--- src/rtl/conc_trace_recorder.sv ---
// Run-length compressing response recorder: samples {resp, stim} each enabled
// clock, folds identical consecutive samples into one record and queues records in a FWFT FIFO.
module conc_trace_recorder #(
    parameter int DEPTH = 16,
    localparam int LVL_W = $clog2(DEPTH + 1)
) (
    input  logic             clk,
    input  logic             rst_n,
    input  logic             capture_en,
    input  logic [11:0]      stim,
    input  logic [5:0]       resp,
    output logic             out_valid,
    input  logic             out_ready,
    output logic [21:0]      out_data,
    output logic [LVL_W-1:0] level,
    output logic             overflow,
    output logic [7:0]       drop_count,
    input  logic             clear_ovf
);
    localparam int PTR_W = $clog2(DEPTH);

    logic             run_valid;
    logic [17:0]      run_data;
    logic [3:0]       run_cnt;
    logic [17:0]      sample;
    logic [21:0]      rec;
    logic             push, pop, full, wr_en, drop;
    logic [21:0]      mem [DEPTH];
    logic [PTR_W-1:0] rd_ptr, wr_ptr, rd_nxt;
    logic [LVL_W-1:0] remain;
    logic [21:0]      head_nxt;

    assign sample    = {resp, stim};
    assign rec       = {run_cnt, run_data};
    assign out_valid = (level != '0);

    // A run closes when the sample changes, the counter saturates, or capture stops.
    always_comb begin
        push  = capture_en ? (run_valid && (sample != run_data || run_cnt == 4'd15))
                           : run_valid;
        pop   = out_valid && out_ready;
        full  = (level == LVL_W'(DEPTH));
        wr_en = push && (!full || pop);
        drop  = push && full && !pop;
    end

    // out_data is registered, so precompute the head that will be exposed after this edge.
    always_comb begin
        rd_nxt   = rd_ptr + PTR_W'(pop);
        remain   = level - LVL_W'(pop);
        head_nxt = out_data;
        if (remain != '0)
            head_nxt = mem[rd_nxt];
        else if (wr_en)
            head_nxt = rec;
    end

    always_ff @(posedge clk or negedge rst_n) begin
        if (!rst_n) begin
            run_valid <= 1'b0;
            run_data  <= '0;
            run_cnt   <= '0;
        end else if (capture_en) begin
            run_valid <= 1'b1;
            if (run_valid && sample == run_data && run_cnt != 4'd15) begin
                run_cnt <= run_cnt + 4'd1;
            end else begin
                run_data <= sample;
                run_cnt  <= '0;
            end
        end else begin
            run_valid <= 1'b0;
        end
    end

    always_ff @(posedge clk) begin
        if (wr_en)
            mem[wr_ptr] <= rec;
    end

    always_ff @(posedge clk or negedge rst_n) begin
        if (!rst_n) begin
            rd_ptr   <= '0;
            wr_ptr   <= '0;
            level    <= '0;
            out_data <= '0;
        end else begin
            rd_ptr   <= rd_nxt;
            wr_ptr   <= wr_ptr + PTR_W'(wr_en);
            level    <= level + LVL_W'(wr_en) - LVL_W'(pop);
            out_data <= head_nxt;
        end
    end

    // A drop on the same edge as clear_ovf leaves a count of one.
    always_ff @(posedge clk or negedge rst_n) begin
        if (!rst_n) begin
            overflow   <= 1'b0;
            drop_count <= '0;
        end else if (drop) begin
            overflow   <= 1'b1;
            if (clear_ovf)
                drop_count <= 8'd1;
            else if (drop_count != 8'hFF)
                drop_count <= drop_count + 8'd1;
        end else if (clear_ovf) begin
            overflow   <= 1'b0;
            drop_count <= '0;
        end
    end
endmodule

--- config.mk ---
export PLATFORM = sky130hd
export DESIGN_NAME = conc_trace_recorder
export DESIGN_NICKNAME = d
export VERILOG_FILES = /design/src/rtl/conc_trace_recorder.sv
export SDC_FILE = /design/constraint.sdc
export NUM_CORES = 1
export LEC_CHECK = 0
export CORE_MARGIN = 1.5
export CORE_UTILIZATION = 40
export DETAILED_ROUTE_END_ITERATION = 8
export PLACE_DENSITY = 0.63
export RECOVER_POWER = 50
export SLEW_MARGIN = 20
export SYNTH_ARGS = -nofsm -noshare
export SYNTH_HDL_FRONTEND = slang
export SYNTH_SLANG_ARGS = --single-unit
--- constraint.sdc ---
create_clock -name clk -period 8.6 [get_ports clk]
set_input_delay 2.58 -clock clk [delete_from_list [all_inputs] [get_ports clk]]
set_output_delay 2.58 -clock clk [all_outputs]
set_load 0.03 [all_outputs]
==> impl_metrics.env <==
export IMPL_ant_nets=0
export IMPL_max_slew_margin_pct=-188.8
export IMPL_wl_um=36270
export IMPL_post_cts_repair_setup_buffers=0
export IMPL_hold_violations=0
export IMPL_core_um2=41020
export IMPL_crit_chain="clkdlybuf4s50_1 -> xnor2_1 -> nand4_1 -> nor3_1 -> a211o_2 -> ha_1 -> inv_1 -> ha_1 -> inv_1 -> fa_1 -> nor2_1 -> nor2_1 -> nor2_1 -> nor2_1 -> xnor2_1"
export IMPL_period_share_pct=72.39
export IMPL_start_util_pct=40.71
export IMPL_diodes=0
export IMPL_r2r_cells=12
export IMPL_finClkSkew_ps=15.55
export IMPL_die_w_um=207.3
export IMPL_die_area_um2=42980
export IMPL_period_minus_slack_ps=6226
export IMPL_drt_first_iter_violations=668
export IMPL_avgSynthCellArea_um2=20.09
export IMPL_yosysSeqAreaShare_pct=73.35
export IMPL_cts_tree="done"
export IMPL_rows=74
export IMPL_maxSlewViolCount=68
export IMPL_crit_end="level[4]"
export IMPL_r2r_end="out_data[14]"
export IMPL_synthesis_nets=871
export IMPL_hold_path_class="reg2reg"
export IMPL_cts_buffers=43
export IMPL_cts_sinks=419
export IMPL_crit_top_cell="nor2_1"
export IMPL_hpwlAfterDp_um=21070
export IMPL_gr_usage_all_layers_pct=17.30
export IMPL_cts_buffer_depth=3
export IMPL_worst_setup_path_end_kind="flip-flop"
export IMPL_tightestPinTransition_ps=4333
export IMPL_outcome="complete, but fails checks"
export IMPL_dr_pass1_iters=7
export IMPL_yosys_most_used_dff="edfxtp_1"
export IMPL_grt_pass1_vias=8621
export IMPL_vias=8144
export IMPL_slowest_stage="a211o_2"
export IMPL_finalSetupTns_ps=0
export IMPL_grt_pass1_wl_um=55370
export IMPL_ir_drop_uv=320.3
export IMPL_antenna_found_initial=0
export IMPL_routedWlPerCell_um=24.43
export IMPL_crit_fanout=25
export IMPL_area_growth_pct=15.86
export IMPL_io_buffers=59
export IMPL_ys_ff_latch=419
export IMPL_synthArstFlopShare_pct=15.99
export IMPL_path_class="in2reg"
export IMPL_postLayoutCoreUtil_pct=47.17
export IMPL_die_height_um=207.3
export IMPL_design_portCount=60
export IMPL_postCtsHoldBufs=0
export IMPL_rsz0062_at_grt="false"
export IMPL_p_leak_nw=6.503
export IMPL_drive_gt1_share_pct=23.61
export IMPL_r2r_start="level[2]"
export IMPL_setup_viol=0
export IMPL_avgViaCountPerCell=5.484
export IMPL_cellPowerDensity_nw_per_um2=347.5
export IMPL_total_power_mw=6.723
export IMPL_cpPeakStageDelay_ps=920
export IMPL_clk_latency_ps=540
export IMPL_multi_input_area_um2=4282
export IMPL_yosys_warnings=0
export IMPL_cts_resized=0
export IMPL_r2r_slack_ps=4040
export IMPL_cts_root_buf="clkbuf_16"
export IMPL_crit_arrival_ps=6640
export IMPL_critical_path_required_ps=9020
export IMPL_syn_area_um2=16700
export IMPL_synth_cell_types=49
export IMPL_nFillCells=3413
export IMPL_syn_inst=831
export IMPL_post_route_drc_count=5
export IMPL_overflow=0
export IMPL_min_delay_start="overflow"
export IMPL_start_kind="input port"
export IMPL_grt_max_degree=72
export IMPL_maxCapViolations=1
export IMPL_cts_clk_slew_worst_paths_ps=60
export IMPL_gp_congestion=0.7420
export IMPL_ctsHtreeMaxLevel=2
export IMPL_violations="DRC, capacitance limit, slew limit"
export IMPL_num_nets_final=959
export IMPL_max_freq_mhz=160.6
export IMPL_critPathLaunch="stim[1]"
export IMPL_synth_edff_count=352
export IMPL_regArea_um2=12250
synth_stat cells, types with 8 or more instances:
cell,n,area share [%]
mux2i_1,22,1.3
mux4_2,107,14
mux2_2,15,1.0
nor2_1,30,0.67
dfrtp_1,67,10
edfxtp_1,352,63
o21ai_0,17,0.51
nand2_1,32,0.72
nand3_1,11,0.33
clkbuf_1,17,0.38
o21ai_1,8,0.24
inv_1,16,0.36
xnor2_1,21,1.1
a21oi_1,8,0.24
ha_1,16,1.2
buf_2,13,0.39
xor2_1,8,0.42
report_power, final:
group          total [mW]  switching [mW]  internal, mW  leakage [nW]
Sequential           2.69           0.168          2.52          4.03
Combinational        2.27            1.16          1.10          1.83
Clock                1.76           0.743          1.02         0.648
Total                6.72            2.08          4.65          6.50
critical path: cells and delay by family:
| family | cells | cell delay, ps |
|---|---|---|
| compound gates | 1 | 920 |
| xor+xnor | 2 | 490 |
| fa+ha+maj | 3 | 920 |
| buf+inv | 3 | 550 |
| simple gates | 6 | 1170 |
placed cells by master, fill, tap and decap left out, types with 17 or more instances in the layout:
cell type and n:
buf_4 20, clkbuf_16 45, clkdlybuf4s50_1 44, dfrtp_1 67, edfxtp_1 352, mux2i_1 22, mux4_2 107, nand2_1 32
nor2_1 18, o21ai_0 17, xnor2_1 20
kinds of logic after synthesis:
kind of cell / Yosys count / synth area share [%]
flip-flops: 419 / 73.35
XOR/XNOR: 29 / 1.521
AO/OA/AOI/OAI: 54 / 1.956
multiplexers: 148 / 17.03
buffers and inverters: 54 / 1.581
AND/OR/NAND/NOR: 110 / 3.245
adder cells (fa/ha/maj): 17 / 1.319
sequential cells by signal, indices dropped and copies added, names as in the netlist:
signal and count:
mem 352, out_data 22, run_data 18, drop_count 8, level 5, rd_ptr 4
run_cnt 4, wr_ptr 4, overflow 1, run_valid 1
area by class of cell:
type	count	share of cell area, %
multi-input combinational	358	22.13
clock buffer	62	6.358
tap	532	3.441
timing repair buffer	80	3.900
inverter	17	0.3298
sequential	419	63.30
clock inverter	17	0.5368
metrics by stage:
step           area, um^2  worst slack, ps  hold WS [ps]  cells
5_1_grt             19350             1707         529.8   1485
2_1_floorplan       16700             2888         476.5    831
3_5_place_dp        18030             2031         470.7   1406
6_report            19350             2374         487.4   1485
4_1_cts             19360             2568         498.2   1485
3_3_place_gp        18020             1936         471.6   1406
routing by layer:
metal | routed length, um | track usage [%] | up-vias
li1 | - | - | 3534
met1 | 15790 | 23.98 | 4336
met2 | 17880 | 28.48 | 225
met3 | 2041 | 3.207 | 49
met4 | 564 | 4.133 | 0
met5 | 0 | 0 | -
how the worst min path moves through the flow:
stage           endpoint  slack [ps]  cells after the start
6_report        overflow         490                      1
5_1_grt         overflow         530                      1
4_1_cts         overflow         500                      1
3_5_place_dp    overflow         470                      1
3_3_place_gp    overflow         470                      1
2_1_floorplan  wr_ptr[1]         480                      1
Note: power is estimated with default switching activity, not from simulation.
